### src/rtl/frame_pkg.sv
// Shared types and constants for the frame-buffer pixel reader.
package frame_pkg;

  localparam int PIX_W        = 4;
  localparam int WORD_W       = 16;
  localparam int PIX_PER_WORD = 4;

  typedef enum logic {
    IDLE = 1'b0,
    RUN  = 1'b1
  } frame_rd_state_t;

endpackage

### src/rtl/word_fifo.sv
// Small synchronous show-ahead FIFO holding prefetched SRAM words.
// rdata_o always presents the oldest entry; pop consumes it.
module word_fifo
  import frame_pkg::*;
#(
  parameter int WIDTH = WORD_W,
  parameter int DEPTH = 4,
  parameter int CNT_W = $clog2(DEPTH + 1)
) (
  input  logic             clk,
  input  logic             rst,
  input  logic             push_i,
  input  logic [WIDTH-1:0] wdata_i,
  input  logic             pop_i,
  output logic [WIDTH-1:0] rdata_o,
  output logic [CNT_W-1:0] count_o
);

  localparam int PTR_W = (DEPTH > 1) ? $clog2(DEPTH) : 1;

  logic [WIDTH-1:0] mem_q [DEPTH];
  logic [PTR_W-1:0] wr_ptr_q;
  logic [PTR_W-1:0] rd_ptr_q;
  logic [CNT_W-1:0] count_q;
  logic             push_ok;
  logic             pop_ok;

  function automatic logic [PTR_W-1:0] ptr_inc(input logic [PTR_W-1:0] p);
    return (p == PTR_W'(DEPTH - 1)) ? '0 : p + 1'b1;
  endfunction

  assign push_ok = push_i && (count_q != CNT_W'(DEPTH));
  assign pop_ok  = pop_i && (count_q != '0);

  // Pointer and occupancy bookkeeping.
  always_ff @(posedge clk) begin
    if (rst) begin
      wr_ptr_q <= '0;
      rd_ptr_q <= '0;
      count_q  <= '0;
    end else begin
      if (push_ok) wr_ptr_q <= ptr_inc(wr_ptr_q);
      if (pop_ok)  rd_ptr_q <= ptr_inc(rd_ptr_q);
      case ({push_ok, pop_ok})
        2'b10:   count_q <= count_q + 1'b1;
        2'b01:   count_q <= count_q - 1'b1;
        default: count_q <= count_q;
      endcase
    end
  end

  // Storage array; contents need no reset since occupancy gates every read.
  always_ff @(posedge clk) begin
    if (push_ok) mem_q[wr_ptr_q] <= wdata_i;
  end

  assign rdata_o = mem_q[rd_ptr_q];
  assign count_o = count_q;

endmodule

### src/rtl/frame_reader.sv
// Fetches one frame of packed 4-bit pixels from SRAM and streams them out
// in raster order with a ready/stall handshake and frame/line markers.
module frame_reader
  import frame_pkg::*;
#(
  parameter int IMG_W      = 640,
  parameter int IMG_H      = 480,
  parameter int ADDR_W     = 18,
  parameter int FIFO_DEPTH = 4
) (
  input  logic              clk,
  input  logic              rst,
  input  logic              start,
  input  logic [ADDR_W-1:0] base_addr,
  output logic              mem_rd_req,
  output logic [ADDR_W-1:0] mem_addr,
  input  logic              mem_rd_gnt,
  input  logic              mem_rd_valid,
  input  logic [WORD_W-1:0] mem_rd_data,
  output logic [PIX_W-1:0]  pixel_out,
  output logic              out_ready,
  input  logic              out_stall,
  output logic              sof,
  output logic              eol,
  output logic              eof,
  output logic              busy,
  output logic              done
);

  localparam int TOTAL_WORDS = IMG_W * IMG_H / PIX_PER_WORD;
  localparam int WC_W        = $clog2(TOTAL_WORDS) + 1;
  localparam int CNT_W       = $clog2(FIFO_DEPTH + 1);
  localparam int COL_W       = $clog2(IMG_W);
  localparam int ROW_W       = (IMG_H > 1) ? $clog2(IMG_H) : 1;
  localparam int PIDX_W      = $clog2(PIX_PER_WORD);

  frame_rd_state_t   state_q, state_d;
  logic [ADDR_W-1:0] base_q;
  logic [WC_W-1:0]   req_cnt_q, req_cnt_d;
  logic [CNT_W-1:0]  outst_q, outst_d;
  logic [COL_W-1:0]  col_q, col_d;
  logic [ROW_W-1:0]  row_q, row_d;
  logic [PIDX_W-1:0] pidx_q, pidx_d;
  logic              uvld_q, uvld_d;
  logic [WORD_W-1:0] word_q;
  logic              done_q;

  logic [CNT_W-1:0]  fifo_cnt;
  logic [WORD_W-1:0] fifo_rdata;
  logic [CNT_W:0]    inflight;
  logic              credit_ok;
  logic              rd_fire;
  logic              push;
  logic              pop;
  logic              xfer;
  logic              last_pix;
  logic              unpack_free;
  logic              at_eol;
  logic              at_last_row;
  logic              frame_end;

  // Words granted but not returned plus words parked in the FIFO must stay
  // below the FIFO depth, so a return can never find the FIFO full.
  assign inflight    = {1'b0, outst_q} + {1'b0, fifo_cnt};
  assign credit_ok   = inflight < (CNT_W + 1)'(FIFO_DEPTH);

  assign rd_fire     = mem_rd_req && mem_rd_gnt;
  assign push        = (state_q == RUN) && mem_rd_valid;
  assign xfer        = uvld_q && !out_stall;
  assign last_pix    = (pidx_q == PIDX_W'(PIX_PER_WORD - 1));
  assign unpack_free = !uvld_q || (xfer && last_pix);
  assign pop         = (state_q == RUN) && (fifo_cnt != '0) && unpack_free;
  assign at_eol      = (col_q == COL_W'(IMG_W - 1));
  assign at_last_row = (row_q == ROW_W'(IMG_H - 1));
  assign frame_end   = xfer && at_eol && at_last_row;

  word_fifo #(
    .WIDTH (WORD_W),
    .DEPTH (FIFO_DEPTH)
  ) u_fifo (
    .clk     (clk),
    .rst     (rst),
    .push_i  (push),
    .wdata_i (mem_rd_data),
    .pop_i   (pop),
    .rdata_o (fifo_rdata),
    .count_o (fifo_cnt)
  );

  // FSM state register plus all control counters.
  always_ff @(posedge clk) begin
    if (rst) begin
      state_q   <= IDLE;
      req_cnt_q <= '0;
      outst_q   <= '0;
      col_q     <= '0;
      row_q     <= '0;
      pidx_q    <= '0;
      uvld_q    <= 1'b0;
      done_q    <= 1'b0;
    end else begin
      state_q   <= state_d;
      req_cnt_q <= req_cnt_d;
      outst_q   <= outst_d;
      col_q     <= col_d;
      row_q     <= row_d;
      pidx_q    <= pidx_d;
      uvld_q    <= uvld_d;
      done_q    <= frame_end;
    end
  end

  // Frame base is captured when a frame is accepted.
  always_ff @(posedge clk) begin
    if ((state_q == IDLE) && start) base_q <= base_addr;
  end

  // Unpacker word register, loaded from the FIFO head.
  always_ff @(posedge clk) begin
    if (pop) word_q <= fifo_rdata;
  end

  // Next-state logic: a frame runs from start until the eof pixel transfers.
  always_comb begin
    state_d = state_q;
    case (state_q)
      IDLE:    if (start) state_d = RUN;
      RUN:     if (frame_end) state_d = IDLE;
      default: state_d = IDLE;
    endcase
  end

  // FSM outputs: busy flag and credit-limited read request.
  always_comb begin
    busy       = 1'b0;
    mem_rd_req = 1'b0;
    case (state_q)
      RUN: begin
        busy       = 1'b1;
        mem_rd_req = (req_cnt_q < WC_W'(TOTAL_WORDS)) && credit_ok;
      end
      default: ;
    endcase
  end

  // Counter, credit, unpacker and raster next-state; everything clears
  // outside a frame and on the cycle the frame finishes.
  always_comb begin
    req_cnt_d = req_cnt_q;
    outst_d   = outst_q;
    col_d     = col_q;
    row_d     = row_q;
    pidx_d    = pidx_q;
    uvld_d    = uvld_q;
    if (state_q == RUN) begin
      if (rd_fire) req_cnt_d = req_cnt_q + 1'b1;
      outst_d = outst_q + CNT_W'(rd_fire) - CNT_W'(push);
      if (pop) begin
        uvld_d = 1'b1;
        pidx_d = '0;
      end else if (xfer) begin
        if (last_pix) uvld_d = 1'b0;
        else          pidx_d = pidx_q + 1'b1;
      end
      if (xfer) begin
        if (at_eol) begin
          col_d = '0;
          row_d = row_q + 1'b1;
        end else begin
          col_d = col_q + 1'b1;
        end
      end
      if (frame_end) begin
        req_cnt_d = '0;
        outst_d   = '0;
        col_d     = '0;
        row_d     = '0;
        pidx_d    = '0;
        uvld_d    = 1'b0;
      end
    end else begin
      req_cnt_d = '0;
      outst_d   = '0;
      col_d     = '0;
      row_d     = '0;
      pidx_d    = '0;
      uvld_d    = 1'b0;
    end
  end

  assign mem_addr  = mem_rd_req ? (base_q + ADDR_W'(req_cnt_q)) : '0;
  assign out_ready = uvld_q;
  assign pixel_out = uvld_q ? word_q[PIX_W*pidx_q +: PIX_W] : '0;
  assign sof       = uvld_q && (col_q == '0) && (row_q == '0);
  assign eol       = uvld_q && at_eol;
  assign eof       = uvld_q && at_eol && at_last_row;
  assign done      = done_q;

endmodule

### config.mk
export PLATFORM = sky130hd
export DESIGN_NAME = frame_reader
export DESIGN_NICKNAME = d
export VERILOG_FILES = /design/src/rtl/frame_pkg.sv /design/src/rtl/word_fifo.sv /design/src/rtl/frame_reader.sv
export SDC_FILE = /design/constraint.sdc
export NUM_CORES = 1
export LEC_CHECK = 0
export ABC_AREA = 1
export CORE_ASPECT_RATIO = 0.9
export CORE_MARGIN = 8
export CORE_UTILIZATION = 40
export CTS_CLUSTER_DIAMETER = 30
export CTS_CLUSTER_SIZE = 24
export DETAILED_ROUTE_END_ITERATION = 10
export PLACE_DENSITY = 0.6
export SETUP_SLACK_MARGIN = 0.15
export SLEW_MARGIN = 5
export SYNTH_ARGS = -nofsm -noshare
export SYNTH_HDL_FRONTEND = slang
export SYNTH_HIERARCHICAL = 1
export SYNTH_SLANG_ARGS = --single-unit
### constraint.sdc
create_clock -name clk -period 3.05 [get_ports clk]
set_input_delay 0.7625 -clock clk [delete_from_list [all_inputs] [get_ports clk]]
set_output_delay 0.7625 -clock clk [all_outputs]
set_load 0.02 [all_outputs]
After elaboration in Yosys (flattened, before gate mapping)

Memory sizes are Yosys's and may differ from the RTL's. A register that Yosys moved wholly into a read port is not among the register bits.
Index checks and enable logic that the tools add are counted.

Memory bits (read-only): 0
Register bits after elaboration: 70
Input bits: 40
Memories: 1
RAM bits: 64
Bits in latches: 0

Equal/unequal tests: 8
Div/mod/pow operators: 0
Shifts and indexed selects: 1
$mul: 0
Add/subtract/negate cells: 12
Magnitude comparators: 2
Mux-type cells: 16
Reductions and logical operators: 30
Bitwise logic cells: 2

Memory list:

| name         | words | bits a word | rd ports | clocked after memory_dff | write ports | line            | text |
|---|---|---|---|---|---|---|---|
| u_fifo.mem_q | 4     | 16          | 1        | 1                        | 1           | word_fifo.sv:21 | `logic [WIDTH-1:0] mem_q [DEPTH];` |

Operators with widths:

| cell                                                          | count |
|---|---|
| adder 18 x 1 -> 18 bit (second input constant)                | 1 |
| adder 18 bit                                                  | 1 |
| less-than comparator 18 x 17 -> 1 bit (second input constant) | 1 |
| two-way mux 18 bit                                            | 1 |
| logical AND 1 bit                                             | 16 |
| variable part select 16 x 5 -> 4 bit                          | 1 |
| adder 10 x 1 -> 10 bit (second input constant)                | 1 |
| == test 10 bit (second input constant)                        | 1 |
| zero test 10 bit                                              | 1 |
| two-way mux 10 bit                                            | 1 |
| adder 9 x 1 -> 9 bit (second input constant)                  | 1 |
| == test 9 bit (second input constant)                         | 1 |
| zero test 9 bit                                               | 1 |
| two-way mux 1 bit                                             | 9 |
| == test 2 bit (second input constant)                         | 4 |
| adder 2 x 1 -> 2 bit (second input constant)                  | 3 |
| case mux 3 bit (2 select lines)                               | 1 |
| AND reduction 2 bit                                           | 3 |
| nonzero test 2 bit                                            | 3 |
| adder 3 x 3 -> 4 bit                                          | 1 |
| less-than comparator 4 x 3 -> 1 bit (second input constant)   | 1 |
| two-way mux 2 bit                                             | 2 |
| two-way mux 4 bit                                             | 1 |
| OR reduction 4 bit                                            | 1 |
| other kinds (12)                                              | 14 |

Depth between registers and ports, before layout

Gate-level depths: netlist of run 1.

Depth in word-level cells: 8
Gate-level depth with buffers: 16
Depth with buffers taken out: 16

Cells and area by module

Netlist of run 1, hierarchy kept.

By module, submodules not included:

| module       | area an instance (um^2) | cells each | seq. area each (um^2) | instances |
|---|---|---|---|---|
| frame_reader | 4809.6                  | 641        | 1921.8                | 1 |
| word_fifo    | 2854.0                  | 224        | 2102.0                | 1 |

Worst setup path before layout of run 1

OpenSTA, ideal clock, no wires.

Path type: reg2reg
From: reg u_fifo.count_q[2] (netlist: u_fifo/count_o[2])
To: reg outst_q[2]
Setup slack: 0.352 ns
Stages on the path, launching flop included: 14
Clock period less this slack: 2.698 ns
Library setup time: 0.070 ns
Path buffers: 1
Arrival time: 2.628 ns
Cells stage by stage: dfxtp_1 -> ha_1 -> nor3_1 -> nand2_1 -> nor2_4 -> nand3_4 -> buf_4 -> ha_1 -> inv_1 -> ha_1 -> fa_1 -> xor2_1 -> or2_2 -> a21oi_1

Word-level cells in the longest chain between the ends: 7

RTL lines:

| element                             | line                | text |
|---|---|---|
| from (decl)                         | word_fifo.sv:24     | `logic [CNT_W-1:0] count_q;` |
| from (signal assigned)              | word_fifo.sv:45     | `2'b10: count_q <= count_q + 1'b1;` |
| from (signal assigned)              | word_fifo.sv:46     | `2'b01: count_q <= count_q - 1'b1;` |
| from (signal assigned)              | word_fifo.sv:47     | `default: count_q <= count_q;` |
| adder 3 x 3 -> 4 bit                | frame_reader.sv:64  | `assign inflight = {1'b0, outst_q} + {1'b0, fifo_cnt};` |
| less-than comparator 4 x 3 -> 1 bit | frame_reader.sv:65  | `assign credit_ok = inflight < (CNT_W + 1)'(FIFO_DEPTH);` |
| logical AND 1 bit                   | frame_reader.sv:140 | `mem_rd_req = (req_cnt_q < WC_W'(TOTAL_WORDS)) && credit_ok;` |
| two-way mux 1 bit                   | frame_reader.sv:137 | `case (state_q)` |
| logical AND 1 bit                   | frame_reader.sv:67  | `assign rd_fire = mem_rd_req && mem_rd_gnt;` |
| adder 3 x 1 -> 3 bit                | frame_reader.sv:157 | `outst_d = outst_q + CNT_W'(rd_fire) - CNT_W'(push);` |
| subtractor 3 x 1 -> 3 bit           | frame_reader.sv:157 |  |
| to (signal assigned)                | frame_reader.sv:104 | `outst_q <= outst_d;` |
| to (decl)                           | frame_reader.sv:40  | `logic [CNT_W-1:0] outst_q, outst_d;` |

No other way between the ends.
A chain may end at the register's enable or synchronous reset.

Worst setup path after layout of run 1

From: reg base_q[0]
To: out mem_addr[14]

Word-level cells in the longest chain between the ends: 2

RTL lines:

| element                | line                | text |
|---|---|---|
| from (decl)            | frame_reader.sv:38  | `logic [ADDR_W-1:0] base_q;` |
| from (signal assigned) | frame_reader.sv:115 | `if ((state_q == IDLE) && start) base_q <= base_addr;` |
| adder 18 bit           | frame_reader.sv:191 | `assign mem_addr = mem_rd_req ? (base_q + ADDR_W'(req_cnt_q)) : '0;` |
| two-way mux 18 bit     | frame_reader.sv:191 |  |
| to (decl)              | frame_reader.sv:16  | `output logic [ADDR_W-1:0] mem_addr,` |

No other way between the ends.

==> results of run 1 <==
## cell families after synthesis
| kind of cell | after synthesis |
|---|---|
| buffers and inverters | 116 |
| DFF | 152 |
| muxes | 1 |
| AOI/OAI and AO/OA | 127 |
| adders and majority gates | 36 |
| xor gates and xnor gates | 31 |
| and+or+nand+nor | 402 |
## cell type report
class / instances / area (µm²) / area share [%]
well taps: 250 / 312.8 / 3.196
inverters: 98 / 372.9 / 3.809
flip-flops and latches: 152 / 4031 / 41.19
repair buffers: 110 / 978.4 / 9.996
clock buffers: 17 / 425.4 / 4.346
clock inverters: 15 / 197.7 / 2.020
multi-input cells: 597 / 3465 / 35.40
repair inverters: 1 / 5.005 / 0.05113
## cells in the final DEF, fill, tap and decap left out, drive strengths merged, types with 3 or more instances in the layout
cell           instances
buf                   58
xor2                  18
edfxtp                98
nand3                 40
ha                    33
clkdlybuf4s50         42
dfxtp                 54
o22ai                 16
fa                     3
nand4                 10
inv                  105
nand2                187
dlymetal6s2s           4
o21ai                 52
nor2                 136
nor4                   3
nand3b                 5
clkinv                 8
xnor2                 13
a21oi                 59
nor3                  17
clkbuf                20
## report_power, final
group | internal (mW) | total (mW) | switching [mW]
Sequential | 2.26 | 2.30 | 0.0350
Combinational | 0.199 | 0.476 | 0.277
Clock | 1.19 | 2.19 | 1.00
## sequential cells by signal (all words and copies together), names as in the netlist, 2 cells and up, named ones only
name	flops
base_q	18
col_q	10
outst_q	3
pidx_q	2
req_cnt_q	18
row_q	9
u_fifo/count_o	3
u_fifo/mem_q	64
u_fifo/rd_ptr_q	2
u_fifo/wr_ptr_q	2
word_q	16
## per-stage QoR
| stage | cells | instance area [µm²] |
|---|---|---|
| floorplan | 865 | 7664 |
| CTS | 1235 | 9622 |
| detailed placement | 1195 | 8768 |
| finish | 1240 | 9788 |
| global route | 1240 | 9788 |
| global placement | 1195 | 8768 |
## metal layers
layer	vias to the layer above	part of all wire, %	global-route usage [%]
li1	3099	-	-
met1	2822	45	18.49
met2	97	50	25.88
met3	13	3.0	3.217
met4	0	1.3	6.059
met5	-	0	0
## worst register-to-register path: stages, from the launching register on
cell and delay (ns):
dfxtp_1 0.33, ha_1 0.31, nor3_2 0.10, nand2_1 0.10, nor2_4 0.15, nand3_4 0.08
ha_1 0.28, inv_1 0.04, ha_1 0.18, fa_1 0.37, xor2_1 0.18, or2_2 0.27
a21oi_1 0.13
## timing repair
action / 4_1_cts / 5_1_grt
gates resized for setup: 109 / 63
pin swaps: 19 / 15
setup buffers: 8 / 4
setup endpoints to repair: 26 / 25
cloned: 0 / 1
## worst paths after layout
kind / start / to / slack [ns] / depth (start not counted)
worst max register to register: outst_q[2]$_SDFF_PP0_ / outst_q[2]$_SDFF_PP0_ / 0.48 / 12
worst max-delay path: base_q[0]$_DFFE_PP_ / mem_addr[14] / 0.11 / 13
worst min register to register: req_cnt_q[17]$_SDFFE_PP0P_ / req_cnt_q[17]$_SDFFE_PP0P_ / 0.46 / 2
worst min-delay path: req_cnt_q[17]$_SDFFE_PP0P_ / req_cnt_q[17]$_SDFFE_PP0P_ / 0.46 / 2
==> summary.txt, run 1 <==
Outcome
  – Status: finished, final reports clean

Synth
  – Synth Area in Compound Gates: 8.702%
  – Synth Register Bits: 152
  – Most instantiated cells after synthesis: 181 x nand2_1, 133 x nor2_1, 98 x edfxtp_1
  – Post-Synth Simple-Gate Area: between 20% and 30%
  – Post-synthesis mux area share: 0.1469%
  – Synth top area share: about two fifths
  – Post-synthesis adder-cell area fraction: around 6.2%
  – Syn Nets: approximately 940
  – Main area contributors after synthesis: edfxtp_1 38%, dfxtp_1 14%, nand2_1 8.9%
  – Post-Syn Area: ~7700 µm²
  – XOR/XNOR share of the synthesized area: 3.543%
  – Post-synth ARST share: 0%
  – Post-synthesis cell count: around 870
  – Top_reg_cell synth: edfxtp_1
  – Post-synthesis cell type with the largest combined area: edfxtp_1
  – Synth warn: 6
  – Seq/Total Area, Yosys: a little over half
  – Count of different cell masters after synthesis: 36
  – Number of synthesized flops with an enable pin: 98
  – Most frequent cell after synthesis: nand2_1
  – Mean Syn Cell Area: about 9 µm²
  – Largest family of logic cells by synthesized area: simple AND/OR/NAND/NOR gates

Cells and area
  – Core Util, Final: roughly half
  – Area grow syn2layout: 27.72%
  – Layout Nets: between 1k and 1.5k
  – Layout cells sized above 1: 19.39%
  – ANT cells: 0
  – Layout fillers: 1806

Power
  – Pwr/cell area: 507.0 nW/µm²
  – Tot Pwr: 4.963 mW
  – VDD IR max: between 0.3 and 0.4 mV
  – Leak pwr: between 3 and 4 nW

GRT
  – Total global-route track usage: roughly 15%
  – First-pass GRT wire length: just under 30000 µm
  – Number of global-route vias before repair: approximately 5.9k
  – Initial antenna violation count: 0
  – Grt total ovfl: 0
  – Largest net degree at the start of global routing: 33

CTS
  – Clock transition at path regs: around 0.070 ns
  – Hold buffers post-CTS: 0
  – # clock sinks: around 150
  – Clk_lat worst skew: between 0.4 and 0.5 ns
  – H-tree depth: 4
  – Clock Tree Root: clkbuf_16
  – Clock Path Buffers: 2
  – Clock tree from TritonCTS: yes
  – CTS buffer count: 17

STA
  – Setup Skew: between 0.01 and 0.015 ns
  – Fmax: between 300 and 400 MHz
  – Worst setup margin: 0.1090 ns
  – Hold slack: 0.4566 ns
  – Final worst path period need: 2.941 ns
  – TNS Setup: 0 ns
  – Least-Margin Pin Slew: 0.6693 ns
  – Slew Limit Fails: 0
  – RSZ-0062 raised after global routing: yes
  – Final period utilization: a little under 100%
  – Hold Vio Cnt, Final: 0
  – Rel. slew slack: between 50% and 60%
  – Setup violations, final: 0

Worst setup path
  – Worst-path cell chain: ha_2, inv_2, fa_2, inv_2, nand3_2, nand2_4, nand2_2, nand2_2, nand3b_1, nand3_1, nand2_1, nor2_1, buf_4
  – Setup Crit Path Kind: flop to output port
  – Crit-path max FO: 3
  – Worst path arrival time: between 2 and 2.5 ns
  – Worst path bufs/invs: 3
  – Worst setup EP type: output port
  – Crit start category: flop
  – Critical path's top delay family: simple AND/OR/NAND/NOR gates
  – CP Data Required Time: 2.29 ns
  – Crit-path max cell delay: 0.34 ns
  – Crit path max-delay cell type: edfxtp_1

Floorplanning
  – Die height: 147.3 µm
  – Rows: 48
  – Die area: 23850 µm²
  – Core area: between 15000 and 20000 µm²
  – Number of I/O pins: 69
  – Die W: ~160 µm
  – Initial Util: 40.38%

Routing
  – Antenna-violating nets left: 0
  – Detailed Route WL: ~18000 µm
  – Via count: between 6k and 7k
  – Initial drt markers: 346
  – Vias per cell: between 4 and 5
  – Routed WL per cell: 14.39 µm
  – DRC Markers: 0
  – DRT Pass-1 Iters: 4

Job
  – Max-cap violations: 0

Place
  – Hpwl dp: approximately 12000 µm
  – Pre-CTS WS: roughly 0.0013 ns
  – Final RePlAce weighted congestion: roughly 0.80
  – Buffers on Ports: between 60 and 70

Min path
  – Hold WC Path Type: flop to flop
(Power assumes the default switching activity.)
==> inputs of run 2 (changes only) <==
- ABC_CLOCK_PERIOD_IN_PS: not set -> 3300
- GPL_TIMING_DRIVEN: not set -> 1
- clock period: 3.05 -> 3.3 ns (I/O delays scaled with it)
==> summary.txt, run 2 (synthesized netlist as in run 1, its figures left out) <==
GRT
  – Total global-route track usage: 15.16% (was 15.22%)
  – Grt total ovfl: 0 (unchanged)
  – Met2 usage: 26.00% (was 25.88%)
  – Global route hottest layer: met2 (unchanged)
  – Largest net degree at the start of global routing: 43 (was 33)
  – GRT met3 Usage: 3.301% (was 3.217%)
  – Initial antenna violation count: 0 (unchanged)
  – M1 GR Usage: 18.39% (was 18.49%)
  – First-pass GRT wire length: 28980 µm (was 29310 µm)
  – Number of global-route vias before repair: 5809 (was 5901)

Place
  – Hpwl dp: 12010 µm (was 12070 µm)
  – Final RePlAce weighted congestion: 0.8217 (was 0.7977)
  – Pre-CTS WS: 0.1159 ns (was 0.001331 ns)
  – Buffers on Ports: 68 (unchanged)

STA
  – Final period utilization: between 90% and 100%
  – Worst setup margin: 0.1964 ns (was 0.1090 ns)
  – Setup violations, final: 0 (unchanged)
  – TNS Setup: 0 ns (unchanged)
  – Slew Limit Fails: 0 (unchanged)
  – Hold Vio Cnt, Final: 0 (unchanged)
  – Final worst path period need: slightly above 3 ns
  – Setup Skew: 0.01410 ns (was 0.01352 ns)
  – RSZ-0062 raised after global routing: yes (unchanged)
  – Least-Margin Pin Slew: 0.7750 ns (was 0.6693 ns)
  – Rel. slew slack: 48.28% (was 55.32%)
  – Fmax: approximately 320 MHz

Floorplanning
  – Number of I/O pins: 69 (unchanged)
  – Core area: 18980 µm² (unchanged)
  – Die height: 147.3 µm (unchanged)
  – Die W: 161.9 µm (unchanged)
  – Initial Util: 40.38% (unchanged)
  – Die area: 23850 µm² (unchanged)
  – Rows: 48 (unchanged)

Worst setup path
  – Worst-path cell chain: ha_4, inv_1, fa_1, inv_2, nand3_2, nand2_2, nand2_1, nand2_2, nand3b_1, nand3_1, nand2_1, nor2_1, buf_4 (was ha_2, inv_2, fa_2, inv_2, nand3_2, nand2_4, nand2_2, nand2_2, nand3b_1, nand3_1, nand2_1, nor2_1, buf_4)
  – Crit path max-delay cell type: edfxtp_1 (unchanged)
  – Crit-path max cell delay: 0.38 ns (was 0.34 ns)
  – Worst setup EP type: output port (unchanged)
  – CP Data Required Time: 2.47 ns (was 2.29 ns)
  – Crit start category: flop (unchanged)
  – Setup Crit Path Kind: flop to output port (unchanged)
  – Worst path arrival time: 2.28 ns (was 2.18 ns)
  – Crit-path max FO: 3 (unchanged)

Routing
  – Via count: 5948 (was 6031)
  – DRC Markers: 0 (unchanged)
  – DRT Pass-1 Iters: 5 (was 4)
  – Antenna-violating nets left: 0 (unchanged)
  – Vias per cell: 4.879 (was 4.864)
  – Initial drt markers: 365 (was 346)
  – Detailed Route WL: 17550 µm (was 17850 µm)
  – Routed WL per cell: 14.40 µm (was 14.39 µm)

Job
  – Max-cap violations: 0 (unchanged)

CTS
  – Clk_lat worst skew: 0.43 ns (about the same)
  – Clock tree from TritonCTS: yes (unchanged)
  – # clock sinks: 152 (unchanged)
  – Clock Tree Root: clkbuf_16 (unchanged)
  – H-tree depth: 4 (unchanged)
  – Clock transition at path regs: 0.07 ns (about the same)
  – CTS buffer count: 17 (unchanged)
  – Hold buffers post-CTS: 0 (unchanged)
  – Clock Path Buffers: 2 (unchanged)

Cells and area
  – FF+latch area: 4031 µm² (unchanged)
  – Most frequent cells in the layout: 176 x nand2_1, 130 x nor2_1, 98 x edfxtp_1, 84 x inv_1, 56 x a21oi_1 (was 163 x nand2_1, 128 x nor2_1, 98 x edfxtp_1, 80 x inv_1, 54 x a21oi_1)
  – Most common library cell in the layout ignoring fill and taps: nand2_1 (unchanged)
  – Layout cells sized above 1: 13.83% (was 19.39%)
  – Layout Nets: 1032 (was 1053)
  – ANT cells: 0 (unchanged)
  – Area grow syn2layout: 23.53% (was 27.72%)
  – Multi-input gate area: 3352 µm² (was 3465 µm²)
  – Top Registers: u_fifo/mem_q: 64 flops, base_q: 18 flops, req_cnt_q: 18 flops (unchanged)
  – Largest register by flop count: u_fifo/mem_q (unchanged)
  – Number of flip-flops in the largest register: 64 (unchanged)
  – Layout fillers: 1832 (was 1806)

Min path
  – Hold WC Path Type: flop to flop (unchanged)

Power
  – Leak pwr: 3.638 nW (was 3.843 nW)
  – Pwr/cell area: 470.6 nW/µm² (was 507.0 nW/µm²)
  – VDD IR max: 0.3482 mV (was 0.3656 mV)

Outcome
  – Status: finished, final reports clean (unchanged)
run 2: path summary, 6_finish.rpt:
kind	from	to	slack (ns)	cells after the start
setup reg to reg	outst_q[2]$_SDFF_PP0_	outst_q[2]$_SDFF_PP0_	0.70	12
hold reg to reg	req_cnt_q[17]$_SDFFE_PP0P_	req_cnt_q[17]$_SDFFE_PP0P_	0.46	2
setup / recovery	base_q[0]$_DFFE_PP_	mem_addr[14]	0.20	13
hold / removal	req_cnt_q[17]$_SDFFE_PP0P_	req_cnt_q[17]$_SDFFE_PP0P_	0.46	2
run 2: worst max-delay path, delay by kind of cell, from the launching register on:
| kind | cells | cell delay [ns] |
|---|---|---|
| AND/OR/NAND/NOR | 8 | 0.68 |
| adder cells (fa/ha/maj) | 2 | 0.52 |
| flip-flops | 1 | 0.38 |
| buffers and inverters | 3 | 0.26 |
run 2: area by class of cell:
class | instances | area share, %
clock inverters | 15 | 1.837
flip-flops and latches | 152 | 42.59
multi-input cells | 597 | 35.41
well taps | 250 | 3.304
inverters | 98 | 3.939
repair buffers | 90 | 8.432
clock buffers | 17 | 4.494
run 2: repair_timing:
action	CTS	global route
buffers inserted	0	3
pin swaps	0	6
endpoints found under the hold margin	0	0
gates resized for setup	64	40
endpoints found under the setup margin	21	16
run 2: metal layers:
metal | vias up | routed length (µm)
li1 | 3067 | -
met1 | 2736 | 7854
met2 | 119 | 8700
met3 | 26 | 704
met4 | 0 | 293
met5 | - | 0
run 2: per-stage QoR:
step | hold slack (ns) | total power [mW] | cells | util [%] | instance area (µm²)
CTS | 0.4605 | 4.489 | 1216 | 49.10 | 9319
detailed placement | 0.4499 | 2.562 | 1184 | 45.70 | 8673
global route | 0.4909 | 4.626 | 1219 | 49.88 | 9467
finish | 0.4562 | 4.455 | 1219 | 49.88 | 9467
floorplan | 0.4346 | 2.390 | 865 | - | 7664
global placement | 0.4485 | 2.558 | 1184 | 45.70 | 8673
run 2: power breakdown:
part	switching, mW	internal [mW]	leakage [nW]
Combinational	0.243	0.156	2.02
Sequential	0.0308	2.09	1.34
Clock	0.912	1.02	0.287
Total	1.19	3.27	3.64
